`config.mk`:
```
export PLATFORM = sky130hd
export DESIGN_NAME = pipe_stage_reg
export DESIGN_NICKNAME = d
export VERILOG_FILES = /design/src/rtl/pipe_stage_reg.sv
export SDC_FILE = /design/constraint.sdc
export NUM_CORES = 1
export LEC_CHECK = 0
export BUFFER_PORTS_ARGS = -buffer_cell sky130_fd_sc_hd__buf_2
export CAP_MARGIN = 40
export CORE_MARGIN = 10
export CORE_UTILIZATION = 49
export DETAILED_ROUTE_END_ITERATION = 16
export PLACE_DENSITY_LB_ADDON = 0.08
export SYNTH_ARGS = -nofsm -noshare
export SYNTH_HDL_FRONTEND = slang
export SYNTH_SLANG_ARGS = --single-unit
```
`constraint.sdc`:
```
create_clock -name Clk -period 1.5 [get_ports Clk]
set_input_delay 0.225 -clock Clk [delete_from_list [all_inputs] [get_ports Clk]]
set_output_delay 0.225 -clock Clk [all_outputs]
set_load 0.1 [all_outputs]
```
`src/rtl/pipe_stage_reg.sv`:
```
// Generic inter-stage pipeline register: valid/ready handshake with a 2-entry skid
// buffer, synchronous flush that inserts a bubble, and a saturating bubble counter.
module pipe_stage_reg #(
    parameter int CTRL_W              = 36,
    parameter int DATA_W              = 192,
    parameter int CAPTURE_NEGEDGE     = 1,
    parameter int CTRL_ZERO_ON_BUBBLE = 1,
    parameter int BUB_CNT_W           = 16
) (
    input  logic                 Clk,
    input  logic                 Reset,
    input  logic                 flush,
    input  logic                 in_valid,
    output logic                 in_ready,
    input  logic [CTRL_W-1:0]    in_ctrl,
    input  logic [DATA_W-1:0]    in_data,
    output logic                 out_valid,
    input  logic                 out_ready,
    output logic [CTRL_W-1:0]    out_ctrl,
    output logic [DATA_W-1:0]    out_data,
    output logic [BUB_CNT_W-1:0] bubble_cnt,
    input  logic                 clr_cnt
);

    typedef struct packed {
        logic                 main_v;
        logic [CTRL_W-1:0]    main_ctrl;
        logic [DATA_W-1:0]    main_data;
        logic                 skid_v;
        logic [CTRL_W-1:0]    skid_ctrl;
        logic [DATA_W-1:0]    skid_data;
        logic [BUB_CNT_W-1:0] bub_cnt;
    } stage_state_t;

    localparam logic [BUB_CNT_W-1:0] BUB_ONE = BUB_CNT_W'(1);
    localparam logic [BUB_CNT_W-1:0] BUB_MAX = '1;

    stage_state_t st_q;
    stage_state_t st_d;

    logic accept;
    logic pop;

    // Upstream readiness depends only on the skid flag, so out_ready never
    // reaches in_ready combinationally.
    assign in_ready   = !st_q.skid_v;
    assign accept     = in_valid && in_ready;
    assign pop        = st_q.main_v && out_ready;

    assign out_valid  = st_q.main_v;
    assign out_data   = st_q.main_data;
    assign out_ctrl   = ((CTRL_ZERO_ON_BUBBLE != 0) && !st_q.main_v) ? '0 : st_q.main_ctrl;
    assign bubble_cnt = st_q.bub_cnt;

    always_comb begin
        st_d = st_q;

        if (flush) begin
            // Data payload is left in place; only the valid flags and control
            // words are squashed so the slot reads as a NOP.
            st_d.main_v    = 1'b0;
            st_d.skid_v    = 1'b0;
            st_d.main_ctrl = '0;
            st_d.skid_ctrl = '0;
        end else if (!st_q.main_v || pop) begin
            if (st_q.skid_v) begin
                st_d.main_v    = 1'b1;
                st_d.main_ctrl = st_q.skid_ctrl;
                st_d.main_data = st_q.skid_data;
                st_d.skid_v    = 1'b0;
            end else if (accept) begin
                st_d.main_v    = 1'b1;
                st_d.main_ctrl = in_ctrl;
                st_d.main_data = in_data;
            end else begin
                st_d.main_v    = 1'b0;
            end
        end else if (accept) begin
            st_d.skid_v    = 1'b1;
            st_d.skid_ctrl = in_ctrl;
            st_d.skid_data = in_data;
        end

        if (clr_cnt) begin
            st_d.bub_cnt = '0;
        end else if (!st_q.main_v && (st_q.bub_cnt != BUB_MAX)) begin
            st_d.bub_cnt = st_q.bub_cnt + BUB_ONE;
        end
    end

    generate
        if (CAPTURE_NEGEDGE != 0) begin : g_cap_neg
            always_ff @(negedge Clk) begin
                if (Reset) begin
                    st_q <= '0;
                end else begin
                    st_q <= st_d;
                end
            end
        end else begin : g_cap_pos
            always_ff @(posedge Clk) begin
                if (Reset) begin
                    st_q <= '0;
                end else begin
                    st_q <= st_d;
                end
            end
        end
    endgenerate

endmodule

```
==> impl_metrics.csv, run 1 <==
group,metric,value,unit
outcome,status,"complete, but fails checks",
outcome,violations,"negative setup slack",
finish,fin_cells,3834,
yosys,synth_top_family_by_area,"simple AND/OR/NAND/NOR gates",
worst_hold_path,min-delay-start,"st_q[41]",
floorplan,initial_core_util,0.497,
setup_path,critical_path_class,"reg -> out",
yosys,ys_seq_area_frac,0.467,
global_route,first_global_vias,20458,
floorplan,row_count,74,
global_route,grt_pass1_wl,106000,um
detailed_routing,drc,0,
power_and_ir_drop,fin_total_pwr,0.0384,W
yosys,synthCells,2357,
power_and_ir_drop,p_per_area,1170,nW/um2
cts,numCtsBuffers,53,
placed_design,dp.cells,3105,
floorplan,core,40900,um2
yosys,synth_area,20300,um2
placed_design,dpl.hpwl,45200,um
setup_path,worst_path_max_delay_cell,"dfxtp_4",
floorplan,die_y,224,um
detailed_routing,ant_nets,0,
yosys,synth_adder_area_share,0.000616,
yosys,muxShareOfSynthArea,0.112,
cts,clkTransAtPathRegs,0.04,ns
floorplan,boundaryPins,480,
cts,cts_sinks,474,
power_and_ir_drop,vdd_drop_max,994,uV
yosys,synth_area_leaders,"dfxtp_1 (47%), mux2i_1 (11%), nand2_1 (8.5%)",
setup_path,worstPathCellList,"buf_12 -> and2_4 -> buf_12",
setup_path,cpPeakStageDelay,0.38,ns
yosys,synth-xor-area-share,0.000431,
cts,root_buffer,"clkbuf_16",
setup_path,path_common_cell,"buf_12",
global_route,grt_max_degree,83,
setup_path,startpoint_type,"flop",
detailed_routing,first_pass_iters,6,
floorplan,die_area,50000,um2
sta,skew,0.0339,ns
yosys,yosysUniqueCellTypes,35,
finish,syn2layout_area_growth,61.0,%
global_route,overflow,0,
yosys,synth_top_area_cell,"dfxtp_1",
sta,final_hold_viol_count,0,
setup_path,r2r_start,"out_valid",
detailed_routing,routed_wl,73200,um
placed_design,port_buffers,479,
detailed_routing,drt-wirelength-per-cell,19.1,um
cts,clk_latency,0.66,ns
setup_path,startpoint,"out_valid",
cts,cts_hold_buf,0,
finish,fin_util,0.800,
sta,slew_headroom,0.514,
global_route,grt.total_usage,0.263,
sta,drv_slew,0,
cts,htree_levels,2,
setup_path,cp.arrival,2.27,ns
cts,cts_buffer_depth,3,
worst_hold_path,hp-class,"reg -> reg",
yosys,synth_top_area_share,0.467,
setup_path,required,1.27,ns
sta,rsz0062_at_grt,"true",
sta,worst_pin_slew,0.723,ns
yosys,synth_compound_area_frac,0.150,
power_and_ir_drop,leakage,13.9,nW
yosys,yosys.area_share.simple,0.153,
sta,fin_ws,-0.999,ns
detailed_routing,drt_iter0_markers,1450,
sta,finalSetupViolations,718,
yosys,syn_area_per_cell,8.62,um2
floorplan,die_w,224,um
detailed_routing,vias,20232,
setup_path,end_kind,"primary output",
yosys,synthesis.nets,2592,
global_route,antenna_found_initial,34,
setup_path,crit_fanout,18,
detailed_routing,vias_per_cell,5.28,
finish,drive_gt1_frac,0.377,
placed_design,place_congestion,0.813,
cts,cts_tree,"yes",
job,maxCapViolations,0,
finish,nets,3473,
yosys,synth_seq_cells,474,
yosys,yosysWarningCount,0,
[synthesized netlist by cell type]
library cell and count:
o31ai_1 6, dfxtp_1 474, buf_4 209, nor3_1 2, or2_2 2, xor2_1 1, and4b_1 2, nor4_1 2
and3_1 1, o211a_1 1, o311ai_2 1, or3b_2 1, inv_1 6, nor4bb_1 1, mux2i_1 228, o31a_1 2
nand2_1 459, or3_1 5, ha_1 1, buf_2 81, nor3_4 1, nand3_1 6, and4_1 1, clkbuf_1 99
nor2_1 233, nor2b_1 1, nand2b_1 3, a21oi_1 242, and2_1 36, a211oi_1 229, o21ai_0 6, or4_1 6
nand4bb_1 2, buf_1 4, nand4_1 3
[worst max-delay path: cells and delay by family, from the launching register on]
kind	cells	cell delay [ns]
buffers and inverters	2	0.32
DFF	1	0.38
and+or+nand+nor	1	0.16
[logic make-up (layout without fill, tap and decap cells)]
kind of cell | count (synthesis) | count (layout)
other | 0 | 27
XOR/XNOR | 1 | 1
adder cells (fa/ha/maj) | 1 | 1
AO/OA/AOI/OAI | 487 | 487
flip-flops | 474 | 474
buffers and inverters | 399 | 1316
AND/OR/NAND/NOR | 767 | 768
multiplexers | 228 | 228
[worst paths after layout]
kind | to | slack, ns | cells after the start
min reg2reg | st_q[41] | 0.46 | 2
max | out_ctrl[13] | -1.0 | 3
min | st_q[41] | 0.46 | 2
max reg2reg | out_data[178] | -0.63 | 12
[cell usage in the layout (no fill, tap or decap), types with 2 or more instances in the layout]
master / n
diode_2: 27
nand2_1: 450
dfxtp_2: 154
nor2_1: 230
or3_1: 5
nand2_2: 9
and4b_2: 2
dfxtp_1: 264
nand4_1: 3
and2_4: 36
clkinvlp_2: 10
buf_2: 232
nand4bb_1: 2
a211oi_2: 93
or4_1: 2
or4_4: 4
o31ai_1: 6
buf_4: 173
o31a_1: 2
nand3_1: 5
buf_6: 8
a21oi_1: 193
buf_12: 289
mux2i_1: 228
a21oi_2: 49
nand2b_1: 2
or2_4: 2
buf_8: 12
clkbuf_16: 70
a211oi_1: 136
o21ai_0: 6
dfxtp_4: 56
buf_16: 16
nor2_4: 3
bufinv_16: 4
inv_1: 500
[sequential cells by signal, indices dropped and copies added (netlist names)]
name and cells:
out_data 192, st_q 265, out_valid 1, bubble_cnt 16
[what timing repair did]
action,CTS,global route
resized for setup,71,83
cloned,9,16
buffers inserted,64,49
setup endpoints to repair,717,718
pin swaps,5,16
[area by class of cell]
class	count	area, um2
repair buffers	745	9330
well taps	532	666
multi-input cells	1485	9330
inverters	5	22.5
diodes	27	67.6
flip-flops and latches	474	9890
clock buffers	55	1380
clock inverters	511	2040
fillers	2524	8190
[stage by stage]
stage | area, um2 | hold slack [ns] | TNS, ns | worst slack (ns)
finish | 32700 | 0.456 | -361.60 | -0.999
global route | 32700 | 0.470 | -408.89 | -1.05
CTS | 31600 | 0.455 | -352.68 | -1.02
detailed placement | 27200 | 0.450 | -348.45 | -0.795
global placement | 27200 | 0.443 | -331.02 | -0.725
floorplan | 24600 | 0.436 | -238.16 | -0.776
[power breakdown]
group / internal [W] / switching, W / total (W)
clock: 0.00893 / 0.00868 / 0.0176
sequential: 0.0132 / 0.000464 / 0.0136
combinational: 0.00279 / 0.00439 / 0.00719
total: 0.0249 / 0.0135 / 0.0384
[per-layer routing]
metal  share of wire  global-route usage
met4           0.044               0.161
met2            0.50               0.431
met1            0.38               0.270
met3           0.079               0.121
met5          0.0018                   0
No activity file was read; power rests on OpenSTA's default activity.
==> run 2: changes to the inputs <==
--- a/config.mk
+++ b/config.mk
@@ -8,9 +8,11 @@
 export BUFFER_PORTS_ARGS = -buffer_cell sky130_fd_sc_hd__buf_2
 export CAP_MARGIN = 40
 export CORE_MARGIN = 10
-export CORE_UTILIZATION = 49
+export CORE_UTILIZATION = 40
 export DETAILED_ROUTE_END_ITERATION = 16
 export PLACE_DENSITY_LB_ADDON = 0.08
+export REMOVE_ABC_BUFFERS = 1
 export SYNTH_ARGS = -nofsm -noshare
 export SYNTH_HDL_FRONTEND = slang
 export SYNTH_SLANG_ARGS = --single-unit
+export TNS_END_PERCENT = 100
==> run 2 against run 1 <==
  * The run still ends with negative setup slack left
  * Sequential power hardly changed
  * Register-to-register slack better by 0.07 ns
  * Power is 2.1% higher
  * Largest cell class unchanged
==> impl_metrics.csv, run 2 (same netlist as run 1, synthesis figures left out) <==
group,metric,value,unit
setup_path,startpoint_type,"flop",
detailed_routing,drc,0,
floorplan,row_count,82,
setup_path,cp.arrival,2.32,ns
detailed_routing,routed_wl,70700,um
sta,hold_slack,0.448,ns
finish,stdcell_area,33000,um2
finish,num-fill-cells,4064,
power_and_ir_drop,fin_total_pwr,0.0393,W
finish,final_common_cell,"inv_1",
job,maxCapViolations,0,
power_and_ir_drop,leakage,14.2,nW
cts,cts_sinks,474,
placed_design,port_buffers,479,
outcome,violations,"negative setup slack",
detailed_routing,first_pass_iters,5,
global_route,antenna_found_initial,30,
detailed_routing,drt_iter0_markers,850,
setup_path,path_common_cell,"buf_12",
setup_path,crit_fanout,20,
sta,finalSetupViolations,718,
placed_design,dpl.hpwl,45300,um
floorplan,initial_core_util,0.405,
cts,cts_buffer_depth,3,
setup_path,cpPeakStageDelay,0.40,ns
cts,root_buffer,"clkbuf_16",
cts,cts_tree,"yes",
floorplan,boundaryPins,480,
detailed_routing,vias_per_cell,4.95,
sta,skew,0.0190,ns
setup_path,worstPathCellList,"buf_12 -> and2_4 -> buf_12",
floorplan,core,50200,um2
sta,final_hold_viol_count,0,
sta,drv_slew,0,
outcome,status,"complete, but fails checks",
floorplan,die_area,60200,um2
finish,largest_reg_flops,265,
sta,worst_pin_slew,0.623,ns
power_and_ir_drop,p_per_area,1190,nW/um2
placed_design,postPlaceCellArea,26900,um2
finish,nets,3524,
setup_path,reg2reg_setup_slack,-0.56,ns
global_route,grt_max_degree,101,
detailed_routing,ant_nets,0,
cts,numCtsBuffers,54,
sta,fin_ws,-1.04,ns
floorplan,die_y,245,um
finish,syn2layout_area_growth,62.2,%
cts,clk_latency,0.64,ns
setup_path,critical_path_class,"reg -> out",
setup_path,end_kind,"primary output",
sta,rsz0062_at_grt,"true",
cts,htree_levels,2,
placed_design,place_congestion,0.791,
worst_hold_path,hp-class,"reg -> reg",
setup_path,worst_path_max_delay_cell,"dfxtp_4",
detailed_routing,vias,19909,
sta,slew_headroom,0.585,
detailed_routing,drt-wirelength-per-cell,17.6,um
setup_path,critical-path-top-delay-family,"flip-flops",
global_route,overflow,0,
finish,regMostFlops,"st_q",
setup_path,required,1.27,ns
floorplan,die_w,245,um
finish,drive_gt1_frac,0.360,
finish,mostFrequentLayoutCells,"inv_1 (489), nand2_1 (459), buf_12 (293)",
cts,cts_hold_buf,0,
setup_path,worst-path-buf-inv,2,
global_route,grt_pass1_wl,105000,um
global_route,grt.total_usage,0.218,
cts,clkTransAtPathRegs,0.03,ns
global_route,first_global_vias,19875,
power_and_ir_drop,vdd_drop_max,885,uV
-- run 2: cell types whose count changed in the layout (fill, tap and decap cells not counted), sizes merged, moves of 5 or more --
| cell | delta |
|---|---|
| inv | -8 |
| buf | +49 |
| bufbuf | +6 |
| clkbuf | -6 |
| bufinv | +5 |
| diode | -6 |
| clkinvlp | +6 |
-- run 2: through the flow --
step	cells	TNS (ns)	setup WS, ns	util
2_1_floorplan	1964	-6595.41	-14.88	-
3_3_place_gp	3303	-344.03	-0.757	0.536
3_5_place_dp	3303	-360.68	-0.841	0.536
4_1_cts	3945	-334.16	-1.09	0.636
5_1_grt	4009	-363.36	-1.09	0.657
6_report	4021	-313.74	-1.04	0.657
-- run 2: layer usage --
| layer | track usage | vias up | wire (um) |
|---|---|---|---|
| li1 | - | 9727 | - |
| met5 | 0 | - | 201 |
| met3 | 0.114 | 118 | 6130 |
| met4 | 0.114 | 28 | 1700 |
| met2 | 0.347 | 533 | 34700 |
| met1 | 0.232 | 9503 | 27900 |
-- run 2: worst register-to-register path, cell delays in order (launching register included) --
cell and delay, ns:
dfxtp_4 0.40, buf_16 0.18, buf_6 0.13, nor2b_4 0.17, nor3_4 0.06, buf_6 0.14
buf_12 0.12, buf_12 0.14, buf_12 0.14, buf_8 0.14, buf_4 0.14, a211oi_1 0.21
-- run 2: layout make-up --
class	count	area [um2]	area share
Sequential cell	474	9900	0.300
Antenna cell	21	52.6	0.00159
Timing Repair Buffer	795	9680	0.294
Inverter	5	18.8	0.000569
Multi-Input combinational cell	1485	8920	0.270
Clock inverter	515	2220	0.0672
Clock buffer	54	1350	0.0410
Tap cell	672	841	0.0255
-- run 2: final timing paths --
check                                from             to  depth (start not counted)
worst max-delay path            out_valid   out_ctrl[10]                          3
worst min-delay path             st_q[36]       st_q[36]                          2
worst max register to register  out_valid  out_data[185]                         11
worst min register to register   st_q[36]       st_q[36]                          2
-- run 2: report_power, final --
group	internal, W	switching (W)
clock network	0.00974	0.00870
registers	0.0132	0.000470
logic	0.00287	0.00430
-- run 2: what timing repair did --
action,4_1_cts,5_1_grt
endpoints found under the setup margin,718,718
gates resized for setup,314,107
cloned,13,10
hold endpoints to repair,0,0
buffers inserted,61,46
pin swaps,13,47
